**src/rtl/paralelo_serial_tx_pkg.sv**
```systemverilog
// rtl/paralelo_serial_tx_pkg.sv - shared symbol constants and encodings for the serial lane
// Purpose: symbol values, default training length, control-state and symbol-select
//          encodings. The receive-side IDLE detector imports the same package.
// Ports:   none (package)
package paralelo_serial_tx_pkg;

    localparam logic [7:0]  SYM_COM       = 8'hBC;
    localparam logic [7:0]  SYM_IDLE      = 8'h7C;
    localparam int unsigned DEF_COM_COUNT = 4;

    typedef enum logic {
        ST_TRAIN  = 1'b0,
        ST_STREAM = 1'b1
    } state_t;

    typedef enum logic [1:0] {
        SEL_COM  = 2'd0,
        SEL_DATA = 2'd1,
        SEL_IDLE = 2'd2
    } sym_sel_t;

endpackage

```
**src/rtl/paralelo_serial_tx_if.sv**
```systemverilog
// rtl/paralelo_serial_tx_if.sv - byte handshake between upstream source and serializer
// Purpose: groups the valid/ready byte handshake feeding the serializer.
// Signals: data_in   byte to send (source -> serializer)
//          valid_in  data_in holds a byte (source -> serializer)
//          ready_out next symbol slot accepts a byte (serializer -> source)
interface paralelo_serial_tx_if #(
    parameter int unsigned WIDTH = 8
);
    logic [WIDTH-1:0] data_in;
    logic             valid_in;
    logic             ready_out;

    modport master (output data_in, output valid_in, input ready_out);
    modport slave  (input data_in, input valid_in, output ready_out);
endinterface

```
**src/rtl/paralelo_serial_tx_simbolo_shifter.sv**
```systemverilog
// rtl/paralelo_serial_tx_simbolo_shifter.sv - symbol select and MSB-first shift register
// Purpose: picks COM, the accepted byte or IDLE on a load edge and shifts it out MSB-first.
// Ports:   clk_i       bit clock
//          rst_ni      asynchronous active-low reset
//          load_i      load a new symbol on this edge
//          sel_i       which symbol to load
//          data_i      accepted byte (used when sel_i == SEL_DATA)
//          serial_o    serial lane
//          sym_start_o high while serial_o carries bit7 of a symbol
//          bit_cnt_o   index of the bit currently on serial_o (0 = MSB)
module simbolo_shifter
    import paralelo_serial_tx_pkg::*;
#(
    parameter int unsigned      WIDTH       = 8,
    parameter logic [WIDTH-1:0] COM_SYMBOL  = SYM_COM,
    parameter logic [WIDTH-1:0] IDLE_SYMBOL = SYM_IDLE
) (
    input  logic             clk_i,
    input  logic             rst_ni,
    input  logic             load_i,
    input  sym_sel_t         sel_i,
    input  logic [WIDTH-1:0] data_i,
    output logic             serial_o,
    output logic             sym_start_o,
    output logic [2:0]       bit_cnt_o
);

    logic [WIDTH-1:0] sr_q, sr_d;
    logic [WIDTH-1:0] sym;
    logic [2:0]       bit_cnt_q, bit_cnt_d;
    logic             sym_start_q, sym_start_d;

    always_comb begin
        sym = IDLE_SYMBOL;
        case (sel_i)
            SEL_COM:  sym = COM_SYMBOL;
            SEL_DATA: sym = data_i;
            default:  sym = IDLE_SYMBOL;
        endcase
    end

    always_comb begin
        sr_d        = {sr_q[WIDTH-2:0], 1'b0};
        bit_cnt_d   = bit_cnt_q + 3'd1;
        sym_start_d = 1'b0;
        if (load_i) begin
            sr_d        = sym;
            bit_cnt_d   = 3'd0;
            sym_start_d = 1'b1;
        end
    end

    always_ff @(posedge clk_i or negedge rst_ni) begin
        if (!rst_ni) begin
            sr_q        <= '0;
            bit_cnt_q   <= 3'd0;
            sym_start_q <= 1'b0;
        end else begin
            sr_q        <= sr_d;
            bit_cnt_q   <= bit_cnt_d;
            sym_start_q <= sym_start_d;
        end
    end

    assign serial_o    = sr_q[WIDTH-1];
    assign sym_start_o = sym_start_q;
    assign bit_cnt_o   = bit_cnt_q;

endmodule

```
**src/rtl/paralelo_serial_tx.sv**
```systemverilog
// rtl/paralelo_serial_tx.sv - byte-to-serial transmitter with COM training and IDLE fill
// Purpose: after reset sends COM_COUNT COM symbols, then streams accepted bytes or IDLE,
//          back-to-back, MSB-first, one bit per clock.
// Ports:   clk_1      serial bit clock
//          reset      asynchronous active-low reset
//          bus        byte handshake (data_in, valid_in, ready_out)
//          serial_out serial lane
//          sym_start  high while serial_out carries bit7 of a symbol
//          active_out training burst complete
module paralelo_serial_tx
    import paralelo_serial_tx_pkg::*;
#(
    parameter int unsigned      WIDTH       = 8,
    parameter logic [WIDTH-1:0] COM_SYMBOL  = SYM_COM,
    parameter logic [WIDTH-1:0] IDLE_SYMBOL = SYM_IDLE,
    parameter int unsigned      COM_COUNT   = DEF_COM_COUNT
) (
    input  logic                 clk_1,
    input  logic                 reset,
    paralelo_serial_tx_if.slave  bus,
    output logic                 serial_out,
    output logic                 sym_start,
    output logic                 active_out
);

    localparam logic [3:0] COM_CNT_MAX = 4'(COM_COUNT);

    state_t     state_q, state_d;
    logic [3:0] com_cnt_q, com_cnt_d;
    logic       started_q;
    logic       ready_q, ready_d;
    logic       active_q, active_d;
    logic [2:0] bit_cnt;
    logic       load;
    logic       accept;
    sym_sel_t   sel;

    // The very first edge after reset has bit_cnt == 0, so started_q forces that load.
    assign load   = !started_q || (bit_cnt == 3'd7);
    // ready_q is only ever high during bit 7, so it already implies a load edge.
    assign accept = bus.valid_in && ready_q;

    always_comb begin
        state_d   = state_q;
        com_cnt_d = com_cnt_q;
        active_d  = active_q;
        sel       = SEL_IDLE;
        ready_d   = 1'b0;
        if (load) begin
            if (state_q == ST_TRAIN) begin
                sel       = SEL_COM;
                com_cnt_d = com_cnt_q + 4'd1;
            end else begin
                active_d = 1'b1;
                sel      = accept ? SEL_DATA : SEL_IDLE;
            end
        end
        if (com_cnt_d == COM_CNT_MAX) begin
            state_d = ST_STREAM;
        end
        // Registered form of (bit_cnt==7 && com_cnt==COM_COUNT): bit 6 is about to become bit 7.
        ready_d = !load && (bit_cnt == 3'd6) && (state_d == ST_STREAM);
    end

    always_ff @(posedge clk_1 or negedge reset) begin
        if (!reset) begin
            state_q   <= ST_TRAIN;
            com_cnt_q <= 4'd0;
            started_q <= 1'b0;
            ready_q   <= 1'b0;
            active_q  <= 1'b0;
        end else begin
            state_q   <= state_d;
            com_cnt_q <= com_cnt_d;
            started_q <= 1'b1;
            ready_q   <= ready_d;
            active_q  <= active_d;
        end
    end

    simbolo_shifter #(
        .WIDTH       (WIDTH),
        .COM_SYMBOL  (COM_SYMBOL),
        .IDLE_SYMBOL (IDLE_SYMBOL)
    ) u_shifter (
        .clk_i       (clk_1),
        .rst_ni      (reset),
        .load_i      (load),
        .sel_i       (sel),
        .data_i      (bus.data_in),
        .serial_o    (serial_out),
        .sym_start_o (sym_start),
        .bit_cnt_o   (bit_cnt)
    );

    assign bus.ready_out = ready_q;
    assign active_out    = active_q;

endmodule

```
**src/flat_wrapper.sv**
```systemverilog
// flat-port wrapper written by rule: the top's interface ports become plain ports
module paralelo_serial_tx_flat import paralelo_serial_tx_pkg::*;
#(
    parameter int unsigned      WIDTH       = 8,
    parameter logic [WIDTH-1:0] COM_SYMBOL  = SYM_COM,
    parameter logic [WIDTH-1:0] IDLE_SYMBOL = SYM_IDLE,
    parameter int unsigned      COM_COUNT   = DEF_COM_COUNT
)
  (clk_1, reset, serial_out, sym_start, active_out, bus_data_in, bus_valid_in, bus_ready_out);
  paralelo_serial_tx_if #(.WIDTH(WIDTH)) bus_i ();
  input  logic clk_1;
  input  logic reset;
  output logic serial_out;
  output logic sym_start;
  output logic active_out;
  input wire logic [$bits(bus_i.data_in)-1:0] bus_data_in;
  input wire logic [$bits(bus_i.valid_in)-1:0] bus_valid_in;
  output wire logic [$bits(bus_i.ready_out)-1:0] bus_ready_out;
  assign bus_i.data_in = bus_data_in;
  assign bus_i.valid_in = bus_valid_in;
  assign bus_ready_out = bus_i.ready_out;
  paralelo_serial_tx #(.WIDTH(WIDTH), .COM_SYMBOL(COM_SYMBOL), .IDLE_SYMBOL(IDLE_SYMBOL), .COM_COUNT(COM_COUNT)) u_core (.clk_1(clk_1), .reset(reset), .bus(bus_i), .serial_out(serial_out), .sym_start(sym_start), .active_out(active_out));
endmodule
```
**config.mk**
```make
export PLATFORM = sky130hd
export DESIGN_NAME = paralelo_serial_tx_flat
export DESIGN_NICKNAME = d
export VERILOG_FILES = /design/src/rtl/paralelo_serial_tx_pkg.sv /design/src/rtl/paralelo_serial_tx_if.sv /design/src/rtl/paralelo_serial_tx_simbolo_shifter.sv /design/src/rtl/paralelo_serial_tx.sv /design/src/flat_wrapper.sv
export SDC_FILE = /design/constraint.sdc
export NUM_CORES = 1
export LEC_CHECK = 0
export CAP_MARGIN = 40
export CORE_MARGIN = 8
export CORE_UTILIZATION = 40
export CTS_CLUSTER_SIZE = 14
export DETAILED_ROUTE_END_ITERATION = 6
export DONT_BUFFER_PORTS = 1
export SYNTH_ARGS = -nofsm -noshare
export SYNTH_HDL_FRONTEND = slang
export SYNTH_SLANG_ARGS = --single-unit
```
**constraint.sdc**
```tcl
create_clock -name clk_1 -period 2 [get_ports clk_1]
set_input_delay 0.3 -clock clk_1 [delete_from_list [all_inputs] [get_ports clk_1]]
set_output_delay 0.3 -clock clk_1 [all_outputs]
set_load 0.01 [all_outputs]
```
# Yosys cells after proc, flatten, opt, wreduce, memory -nomap -nowiden
# Index checks and enable logic that the tools add are counted.
# W data, S select, Z words.
# word_totals
regBits,20
in_bits,11
out_inout_bits,4
wordCells,32
# op_classes
add_sub_neg,2
eq_ne,4
muxes,10
n_reduce_logical,8
# ops
operator,n
$pmux W8 S2,1
$mux W4,2
$mux W8,1
$eq A3 B3 Y1 const B,2
$mux W2,3
$add A4 B1 Y4 const B,1
$eq A4 B3 Y1 const B,1
$add A3 B1 Y3 const B,1
$logic_and A1 B1 Y1,3
$mux W3,1
$eq A2 B1 Y1 const B,1
$logic_not A1 Y1,2
$logic_not A2 Y1,1
$mux W1,2
$reduce_and A2 Y1,1
$logic_or A1 B1 Y1,1

# Longest topological paths before layout
# Gate-level depths: netlist (run 1).
# logic_depth
depth_word,7
ltp_mapped,8
mapped_depth_nobuf,7

# Cells and area by module
# From an unflattened synthesis (run 1), not the netlist that was laid out.
# unflattened
hier_cells,81
hier_area_um2,910.9
# modules_own_cells
mod,instances,cells_each,area_per_inst_um2
simbolo_shifter,1,42,505.5
paralelo_serial_tx,1,39,405.4

# Worst setup path before layout (run 1)
# Ideal clock, no wire load.
# synth_path
path_type,register to register
start,"reg u_core.u_shifter.bit_cnt_q[0], in the netlist u_core.u_shifter.bit_cnt_o[0]"
end,reg u_core.state_q
setup_time_ns,0.120
t_arrival_ns,1.602
required_ns,1.880
slack_ns,0.278
path_stages_with_launch,9
path_buffers,1
synth_period_minus_slack_ns,1.722
cell_sequence,dfrtp_1 ha_1 ha_1 nor2b_4 buf_6 inv_2 and3_1 xor2_2 a41o_1
# synth_via
elab_chain_len,5
# synth_rtl
element,line,text
"start, declared",paralelo_serial_tx_simbolo_shifter.sv:30,"logic [2:0] bit_cnt_q, bit_cnt_d;"
"start signal, assigned",paralelo_serial_tx_simbolo_shifter.sv:60,bit_cnt_q <= bit_cnt_d;
$eq A3 B3 Y1,paralelo_serial_tx.sv:39,assign load = !started_q || (bit_cnt == 3'd7);
$logic_or A1 B1 Y1,paralelo_serial_tx.sv:39,
$mux W4,paralelo_serial_tx.sv:49,if (load) begin
via u_core.com_cnt_d[2],paralelo_serial_tx.sv:29,"logic [3:0] com_cnt_q, com_cnt_d;"
$eq A4 B3 Y1,paralelo_serial_tx.sv:58,if (com_cnt_d == COM_CNT_MAX) begin
$mux W1,paralelo_serial_tx.sv:58,
via u_core.state_d,paralelo_serial_tx.sv:28,"state_t state_q, state_d;"
"end signal, assigned",paralelo_serial_tx.sv:73,state_q <= state_d;
"end, declared",paralelo_serial_tx.sv:28,
# The timed path passes the listed nets, and every way through them passes these cells.
# A chain may end at the register's enable or synchronous reset.

# Final worst setup path (run 1)
# Ends and elaborated chain as after synthesis.

==> impl_metrics.yaml, run 1 <==
placed_design:
  port_buffers: 0
  place.gp.congestion: 0.692
  place_area_sq_um: 865
  post-place-ws_ps: 175
  hpwl_microns: 1060
  dp.cells: 96
hold_path:
  hold_depth: 2
  hp-class: "primary input to flip-flop"
  worstHoldEndpoint: "u_core.u_shifter.sr_q[0]$_DFF_PN0_"
  min-delay-start: "bus_data_in[0]"
setup_path:
  critical_path_class: "flip-flop to flip-flop"
  crit_path_max_fanout: 11
  rr_endpoint: "u_core.state_q$_DFF_PN0_"
  required_ps: 2200
  timing.reg2reg.setup_slack_ps: 160
  arrival_ps: 2040
  r2r_start: "u_core.u_shifter.bit_cnt_o[0]$_DFF_PN0_"
  ff2ff_path_depth: 7
  crit_path_start_kind: "flip-flop"
  crit_path_end_kind: "flip-flop"
synthesis:
  netlist_instances: 72
  synth_edf_count: 0
  post-synth-top-area-cell: "dfrtp_1"
  synth.distinct_cells: 29
  yosysSeqAreaShare_pct: 58.6
  syn_area_sq_um: 855
  ys_async_sr_fraction_pct: 100
  synth_area_leaders: "dfrtp_1, ha_1, o22a_1, buf_6, nor2_1"
  yosysWarnings: 0
  synth_area_per_cell_sq_um: 11.9
  synthFlopType: "dfrtp_1"
  syn-num-nets: 87
  synth_top_area_share_pct: 58.6
  ys_ff_latch: 20
cts:
  cts_tree: "yes"
  cts_sinks: 20
  clk_pin_slew_ps: 110
  cts_root_buffer: "clkbuf_4"
  post_cts_buffers: 0
  numCtsBuffers: 3
  cts_buffer_depth: 2
  h-tree-depth: 1
  clock_latency_ps: 300
die:
  start_util_pct: 43.1
  num_io_pins: 15
  core_area_sq_um: 1980
  fp-row-count: 16
  die_y_microns: 62.2
  fp.dieW_microns: 62.2
  die_area_sq_um: 3870
global_routing:
  grt_max_degree: 21
  grt_pass1_vias: 561
  grt.overflow.total: 0
  antenna_found_initial: 0
  grt_pass1_wl_microns: 2570
  grt_use_total_pct: 8.19
route:
  drtAntennaViolNets: 0
  dr.pass1.iters: 3
  routed_via_density: 5.10
  vias: 520
  wl_microns: 1440
  wire_per_inst_microns: 14.2
  drcViolationCount: 0
  drtIter0Drc: 10
final_layout:
  fin_nets: 91
  layout.cells.non_filler: 102
  area_delta_synth_final_pct: 10.2
  antenna_cells: 0
  design_area_sq_um: 942
  drive_above_1_share_pct: 17.3
timing:
  post-route-period-util_pct: 91.9
  rsz0062_at_grt: "false"
  period_needed_ps: 1840
  setup_tns_ps: 0
  finalHoldViolations: 0
  fin_skew_ps: 3.23
  timing.final.ws_setup_ps: 162
  max_clock_freq_mhz: 544
  slew_violations: 0
  setup_viol: 0
pwr:
  finalPower_w: 0.00107
  ir_worst_vdd_uv: 653
  p_leak_nw: 0.430
  power.density_nw_per_um2: 1140
outcome:
  outcome: "completed"
run:
  cap_viol_max_count: 0
-- kinds of logic (layout without fill, tap and decap cells) --
| group | after synthesis | in the layout | share of synthesized area [%] |
|---|---|---|---|
| DFF | 20 | 20 | 58.6 |
| and+or+nand+nor | 20 | 20 | 12.4 |
| AOI/OAI and AO/OA | 14 | 14 | 12.2 |
| buffers and inverters | 10 | 13 | 6.29 |
| adders and majority gates | 4 | 4 | 5.86 |
| xor gates and xnor gates | 2 | 2 | 2.93 |
| other | 1 | 1 | 0.439 |
| muxes | 1 | 1 | 1.32 |
-- synth_stat cells (all sizes together) (2+ instances only) --
cell type / n
o21ai: 4
ha: 4
dfrtp: 20
inv: 6
nor2: 6
buf: 3
nand2: 5
o22a: 4
nand3: 2
nor3: 2
-- flip-flops by register name, indices dropped and copies added (netlist names) --
signal	cells
u_core.u_shifter.sr_q	8
u_core.bus.ready_out	1
u_core.state_q	1
u_core.u_shifter.sym_start_o	1
u_core.u_shifter.bit_cnt_o	3
u_core.started_q	1
u_core.com_cnt_q	4
u_core.active_out	1
-- per-stage QoR --
| step | hold WS, ps | utilization, % |
|---|---|---|
| floorplan | 4.41 | - |
| global placement | 4.98 | 43.6 |
| detailed placement | 5.01 | 43.6 |
| CTS | 95.5 | 46.8 |
| global route | 85.9 | 47.5 |
| finish | 102 | 47.5 |
-- worst max path at each step --
stage / slack (ps) / to / cells after the start / start
detailed placement: 180 / u_core.state_q$_DFF_PN0_ / 7 / u_core.u_shifter.bit_cnt_o[0]$_DFF_PN0_
CTS: 170 / u_core.state_q$_DFF_PN0_ / 7 / u_core.u_shifter.bit_cnt_o[0]$_DFF_PN0_
global route: 70 / u_core.state_q$_DFF_PN0_ / 7 / u_core.u_shifter.bit_cnt_o[0]$_DFF_PN0_
finish: 160 / u_core.state_q$_DFF_PN0_ / 7 / u_core.u_shifter.bit_cnt_o[0]$_DFF_PN0_
floorplan: 280 / u_core.state_q$_DFF_PN0_ / 8 / u_core.u_shifter.bit_cnt_o[0]$_DFF_PN0_
global placement: 260 / u_core.state_q$_DFF_PN0_ / 7 / u_core.u_shifter.bit_cnt_o[0]$_DFF_PN0_
-- area by class of cell --
class                           instances  area (sq um)
Fill cell                             170          1040
Sequential cell                        20           500
Multi-Input combinational cell         42           300
Tap cell                               27          33.8
Timing Repair Buffer                    3          32.5
Clock inverter                          1          30.0
Clock buffer                            3          22.5
Inverter                                6          22.5
-- power by group --
group          leakage (nW)  internal (W)  switching, W
clock                0.0279      0.000203      0.000126
combinational         0.168     0.0000901      0.000101
sequential            0.234      0.000474     0.0000785
total                 0.430      0.000767      0.000305
-- routing by layer --
layer | wire, microns | global-route usage [%] | part of all wire [%]
met3 | 89 | 4.12 | 6.2
met2 | 656 | 12.2 | 45
met1 | 683 | 10.0 | 47
met4 | 14 | 2.62 | 0.97
met5 | 0 | 0 | 0
-- placed cells by master, fill, tap and decap left out, drive strengths merged --
| master | count |
|---|---|
| bufinv | 1 |
| or4 | 1 |
| o41ai | 1 |
| and3 | 1 |
| clkbuf | 3 |
| nor2 | 6 |
| nand3 | 2 |
| buf | 2 |
| inv | 6 |
| a21o | 1 |
| nor3 | 2 |
| ha | 4 |
| or3 | 1 |
| a41o | 1 |
| xnor2 | 1 |
| nand2 | 5 |
| o21ai | 4 |
| dlygate4sd3 | 1 |
| o22a | 4 |
| dfrtp | 20 |
| a31o | 1 |
| nor2b | 1 |
| xor2 | 1 |
| mux2 | 1 |
| and2 | 1 |
| o31ai | 1 |
| a31oi | 1 |
| conb | 1 |
-- worst max-delay path: stages, from the launching register on --
cell	delay, ps
dfrtp_1	410
ha_1	210
ha_1	210
nor2b_4	250
inv_2	50
and3_1	210
xor2_2	160
a41o_1	240
-- timing repair --
item,4_1_cts,5_1_grt
resized for setup,0,0
endpoints found under the hold margin,20,0
hold buffers,1,0
Power figures use the tool's default switching activity.
==> inputs of run 2 (changes only) <==
--- a/config.mk
+++ b/config.mk
@@ -11,6 +11,7 @@
 export CTS_CLUSTER_SIZE = 14
 export DETAILED_ROUTE_END_ITERATION = 6
 export DONT_BUFFER_PORTS = 1
+export SETUP_SLACK_MARGIN = 0.2
 export SYNTH_ARGS = -nofsm -noshare
 export SYNTH_HDL_FRONTEND = slang
 export SYNTH_SLANG_ARGS = --single-unit
==> run 2 against run 1 <==
Against the previous run:
- wire length is 1.2% higher
- fmax is 5.3% higher
- clock power hardly changed
==> impl_metrics.yaml, run 2 (synthesis results as in run 1) <==
die:
  start_util_pct: 43.1
  num_io_pins: 15
  fp.dieW_microns: 62.2
  die_y_microns: 62.2
  die_area_sq_um: 3870
  core_area_sq_um: 1980
  fp-row-count: 16
final_layout:
  fin_nets: 94
  multi_input_area_sq_um: 303
  fill_cells: 169
  antenna_cells: 0
  drive_above_1_share_pct: 21.8
  design_area_sq_um: 967
  area_delta_synth_final_pct: 13.2
  final_common_cell: "dfrtp_1"
  register_area_sq_um: 500
  largest_reg_flops: 8
  regMostFlops: "u_core.u_shifter.sr_q"
  mostFrequentLayoutCells: "dfrtp_1, nor2_1, nand2_1"
setup_path:
  crit_path_end_kind: "flip-flop"
  r2r_start: "u_core.u_shifter.bit_cnt_o[0]$_DFF_PN0_"
  crit_path_max_fanout: 7
  cp-startpoint: "u_core.u_shifter.bit_cnt_o[0]$_DFF_PN0_"
  required_ps: 2200
  arrival_ps: 1950
  crit_path_start_kind: "flip-flop"
  critical_path_class: "flip-flop to flip-flop"
cts:
  cts_tree: "yes"
  h-tree-depth: 1
  numCtsBuffers: 3
  cts_sinks: 20
  clock_latency_ps: 300
  cts_root_buffer: "clkbuf_4"
  cts_buffer_depth: 2
  clk_pin_slew_ps: 120
route:
  vias: 536
  wire_per_inst_microns: 13.9
  drtAntennaViolNets: 0
  drcViolationCount: 0
  wl_microns: 1460
  dr.pass1.iters: 4
  routed_via_density: 5.10
  drtIter0Drc: 9
timing:
  period_needed_ps: 1750
  slew_violations: 0
  rsz0062_at_grt: "false"
  finalHoldViolations: 0
  setup_viol: 0
  post-route-period-util_pct: 87.3
  max_clock_freq_mhz: 573
  fin_skew_ps: 4.59
  setup_tns_ps: 0
hold_path:
  hp-class: "primary input to flip-flop"
  min-delay-start: "bus_data_in[0]"
pwr:
  ir_worst_vdd_uv: 653
  power.density_nw_per_um2: 1110
  p_leak_nw: 0.441
global_routing:
  grt_pass1_vias: 576
  grt.overflow.total: 0
  grt_max_degree: 21
  grt_use_total_pct: 8.30
  grt_pass1_wl_microns: 2610
  antenna_found_initial: 0
placed_design:
  place_area_sq_um: 865
  hpwl_microns: 1060
  place.gp.congestion: 0.692
  port_buffers: 0
outcome:
  outcome: "completed"
run:
  cap_viol_max_count: 0
run 2: changes by cell type in the layout (fill, tap and decap cells not counted):
cell,previous run,this run
ha_2,0,1
buf_4,1,4
ha_1,4,3
run 2: per-stage QoR:
step	worst slack, ps	power [W]	instances	hold slack, ps	util [%]
after floorplan	278	0.000713	72	4.41	-
after global placement	260	0.000731	96	4.98	43.6
after detailed placement	175	0.000738	96	5.01	43.6
after CTS	232	0.00109	103	95.5	47.5
after global routing	201	0.00115	105	85.9	48.8
final	254	0.00108	105	102	48.8
run 2: final timing paths:
path,to,cells past startpoint,slack (ps)
max,u_core.state_q$_DFF_PN0_,6,250
min,u_core.u_shifter.sr_q[0]$_DFF_PN0_,2,100
max reg2reg,u_core.state_q$_DFF_PN0_,6,250
min reg2reg,u_core.u_shifter.sr_q[1]$_DFF_PN0_,2,480
max in group asynchronous,u_core.u_shifter.bit_cnt_o[1]$_DFF_PN0_,2,1390
min in group asynchronous,u_core.u_shifter.sym_start_o$_DFF_PN0_,1,240
run 2: layer usage:
layer  track usage, %  part of all wire (%)  vias up
li1                 -                     -      257
met1             10.1                    47      265
met2             12.4                    45       12
met3             4.12                   7.0        2
met4             2.62                  0.96        0
met5                0                     0        -
run 2: layout make-up:
type                    instances  share of cell area (%)
well taps                      27                    3.49
multi-input cells              42                    31.3
clock buffers                   3                    2.33
flip-flops and latches         20                    51.7
inverters                       6                    2.33
clock inverters                 1                    3.10
repair buffers                  6                    5.69
run 2: where the power goes:
| part | internal [W] | switching, W | leakage [nW] |
|---|---|---|---|
| clock network | 0.000203 | 0.000127 | 0.0279 |
| logic | 0.0000945 | 0.000102 | 0.180 |
| registers | 0.000474 | 0.0000780 | 0.234 |
| total | 0.000772 | 0.000307 | 0.441 |
run 2: repair_timing:
item / 4_1_cts / 5_1_grt
buffers inserted: 2 / 1
endpoints found under the hold margin: 20 / 0
hold buffers: 1 / 0
gates resized for setup: 0 / 1
setup endpoints to repair: 2 / 1
run 2: worst max-delay path, stage by stage (launching register included):
cell and delay (ps):
dfrtp_1 380, ha_1 170, ha_2 190, nor2b_4 50, buf_4 150, or4_4 480, a41o_1 230
==> inputs of run 3 (changes only) <==
==> constraint.sdc (replaced) <==
create_clock -name clk_1 -period 1.7 [get_ports clk_1]
set_input_delay 0.255 -clock clk_1 [delete_from_list [all_inputs] [get_ports clk_1]]
set_output_delay 0.255 -clock clk_1 [all_outputs]
set_load 0.01 [all_outputs]
==> run 3 against run 2 <==
Against the previous run:
- count of clock-buffer cells in the layout grew 1
- first-iteration DRC count shrank 11%
- hold slack lost 7.6 ps
- clock power shrank 21%
- via count grew 0.19%
- cell count grew 0.95%
- wire length grew 6.7%
- final area grew 4.3%
- largest cell class unchanged
- highest routed layer unchanged
==> impl_metrics.yaml, run 3 (synthesis results as in run 1) <==
placed_design:
  port_buffers: 0
  place_area_sq_um: 887
  place.gp.congestion: 0.812
timing:
  setup_tns_ps: 0
  setup_viol: 0
  max_clock_freq_mhz: 613
  rsz0062_at_grt: "true"
  fin_skew_ps: 5.72
  period_needed_ps: 1630
  post-route-period-util_pct: 95.9
  finalHoldViolations: 0
  slew_violations: 0
run:
  cap_viol_max_count: 0
final_layout:
  area_delta_synth_final_pct: 18.0
  final_common_cell: "dfrtp_1"
  drive_above_1_share_pct: 31.6
  fin_nets: 95
  antenna_cells: 0
  mostFrequentLayoutCells: "dfrtp_1, nand2_1, nor2_1"
  regMostFlops: "u_core.u_shifter.sr_q"
  largest_reg_flops: 8
  design_area_sq_um: 1010
route:
  routed_via_density: 5.07
  dr.pass1.iters: 4
  vias: 537
  wire_per_inst_microns: 14.7
  drtAntennaViolNets: 0
  drtIter0Drc: 8
  drcViolationCount: 0
  wl_microns: 1560
setup_path:
  worst_path_max_delay_cell: "or3_4"
  path_delay_family: "simple AND/OR/NAND/NOR gates"
  crit_buf_inv: 1
  crit_path_end_kind: "flip-flop"
  crit_path_max_fanout: 6
  crit_path_start_kind: "flip-flop"
  crit_chain: "ha_2 > ha_4 > nor2b_4 > buf_4 > or3_4 > o22a_1"
  slowest_delay_ps: 430
  arrival_ps: 1820
  required_ps: 1890
  critical_path_class: "flip-flop to flip-flop"
cts:
  h-tree-depth: 1
  cts_sinks: 20
  clock_latency_ps: 290
  numCtsBuffers: 3
  cts_root_buffer: "clkbuf_4"
  cts_buffer_depth: 2
  clk_pin_slew_ps: 110
  cts_tree: "yes"
pwr:
  ir_worst_vdd_uv: 685
  p_leak_nw: 0.443
  power.density_nw_per_um2: 1160
global_routing:
  grt_use_total_pct: 8.82
  grt_pass1_vias: 596
  grt.overflow.total: 0
  grt_pass1_wl_microns: 2820
  grt_max_degree: 21
  antenna_found_initial: 0
outcome:
  outcome: "completed"
die:
  start_util_pct: 43.1
  num_io_pins: 15
  core_area_sq_um: 1980
  fp-row-count: 16
  die_area_sq_um: 3870
  die_y_microns: 62.2
  fp.dieW_microns: 62.2
hold_path:
  hp-class: "primary input to flip-flop"
## run 3: layout make-up
class | count | area [sq um]
multi-input combinational | 42 | 347
fill | 176 | 973
sequential | 20 | 500
tap | 27 | 33.8
clock buffer | 4 | 36.3
inverter | 6 | 25.0
timing repair buffer | 7 | 66.3
## run 3: worst paths after layout
check | slack [ps] | depth (start not counted) | to | from
setup / recovery | 70 | 6 | u_core.u_shifter.sr_q[4]$_DFF_PN0_ | u_core.u_shifter.bit_cnt_o[0]$_DFF_PN0_
hold / removal | 90 | 1 | u_core.u_shifter.sr_q[5]$_DFF_PN0_ | bus_data_in[5]
setup reg to reg | 70 | 6 | u_core.u_shifter.sr_q[4]$_DFF_PN0_ | u_core.u_shifter.bit_cnt_o[0]$_DFF_PN0_
hold reg to reg | 480 | 1 | u_core.u_shifter.bit_cnt_o[0]$_DFF_PN0_ | u_core.u_shifter.bit_cnt_o[0]$_DFF_PN0_
max in group asynchronous | 1150 | 2 | u_core.u_shifter.sr_q[2]$_DFF_PN0_ | reset
min in group asynchronous | 190 | 1 | u_core.u_shifter.sr_q[7]$_DFF_PN0_ | reset
## run 3: what timing repair did
item / CTS / global route
pin swaps: 3 / 6
hold buffers: 1 / 0
resized for setup: 0 / 7
setup endpoints to repair: 10 / 13
gates cloned: 0 / 0
setup buffers: 3 / 1
hold endpoints to repair: 20 / 0
## run 3: where the power goes
part	switching, W	internal (W)
Sequential	0.000101	0.000558
Clock	0.000131	0.000130
Combinational	0.000131	0.000120
Total	0.000362	0.000809
## run 3: routing by layer
| layer | global-route usage [%] | wire (microns) |
|---|---|---|
| met5 | 0 | 0 |
| met4 | 4.08 | 20 |
| met3 | 4.30 | 107 |
| met2 | 13.2 | 724 |
| met1 | 10.3 | 707 |
## run 3: stage by stage
stage | util (%) | total power [W] | instances | setup slack [ps] | hold WS [ps]
floorplan | - | 0.000847 | 72 | 83.4 | -40.6
global placement | 44.8 | 0.000874 | 96 | 67.5 | -40.0
detailed placement | 44.8 | 0.000881 | 96 | 15.1 | -40.0
CTS | 48.2 | 0.00117 | 104 | 75.7 | 52.8
global route | 50.9 | 0.00127 | 106 | 12.0 | 72.0
finish | 50.9 | 0.00117 | 106 | 69.3 | 94.8
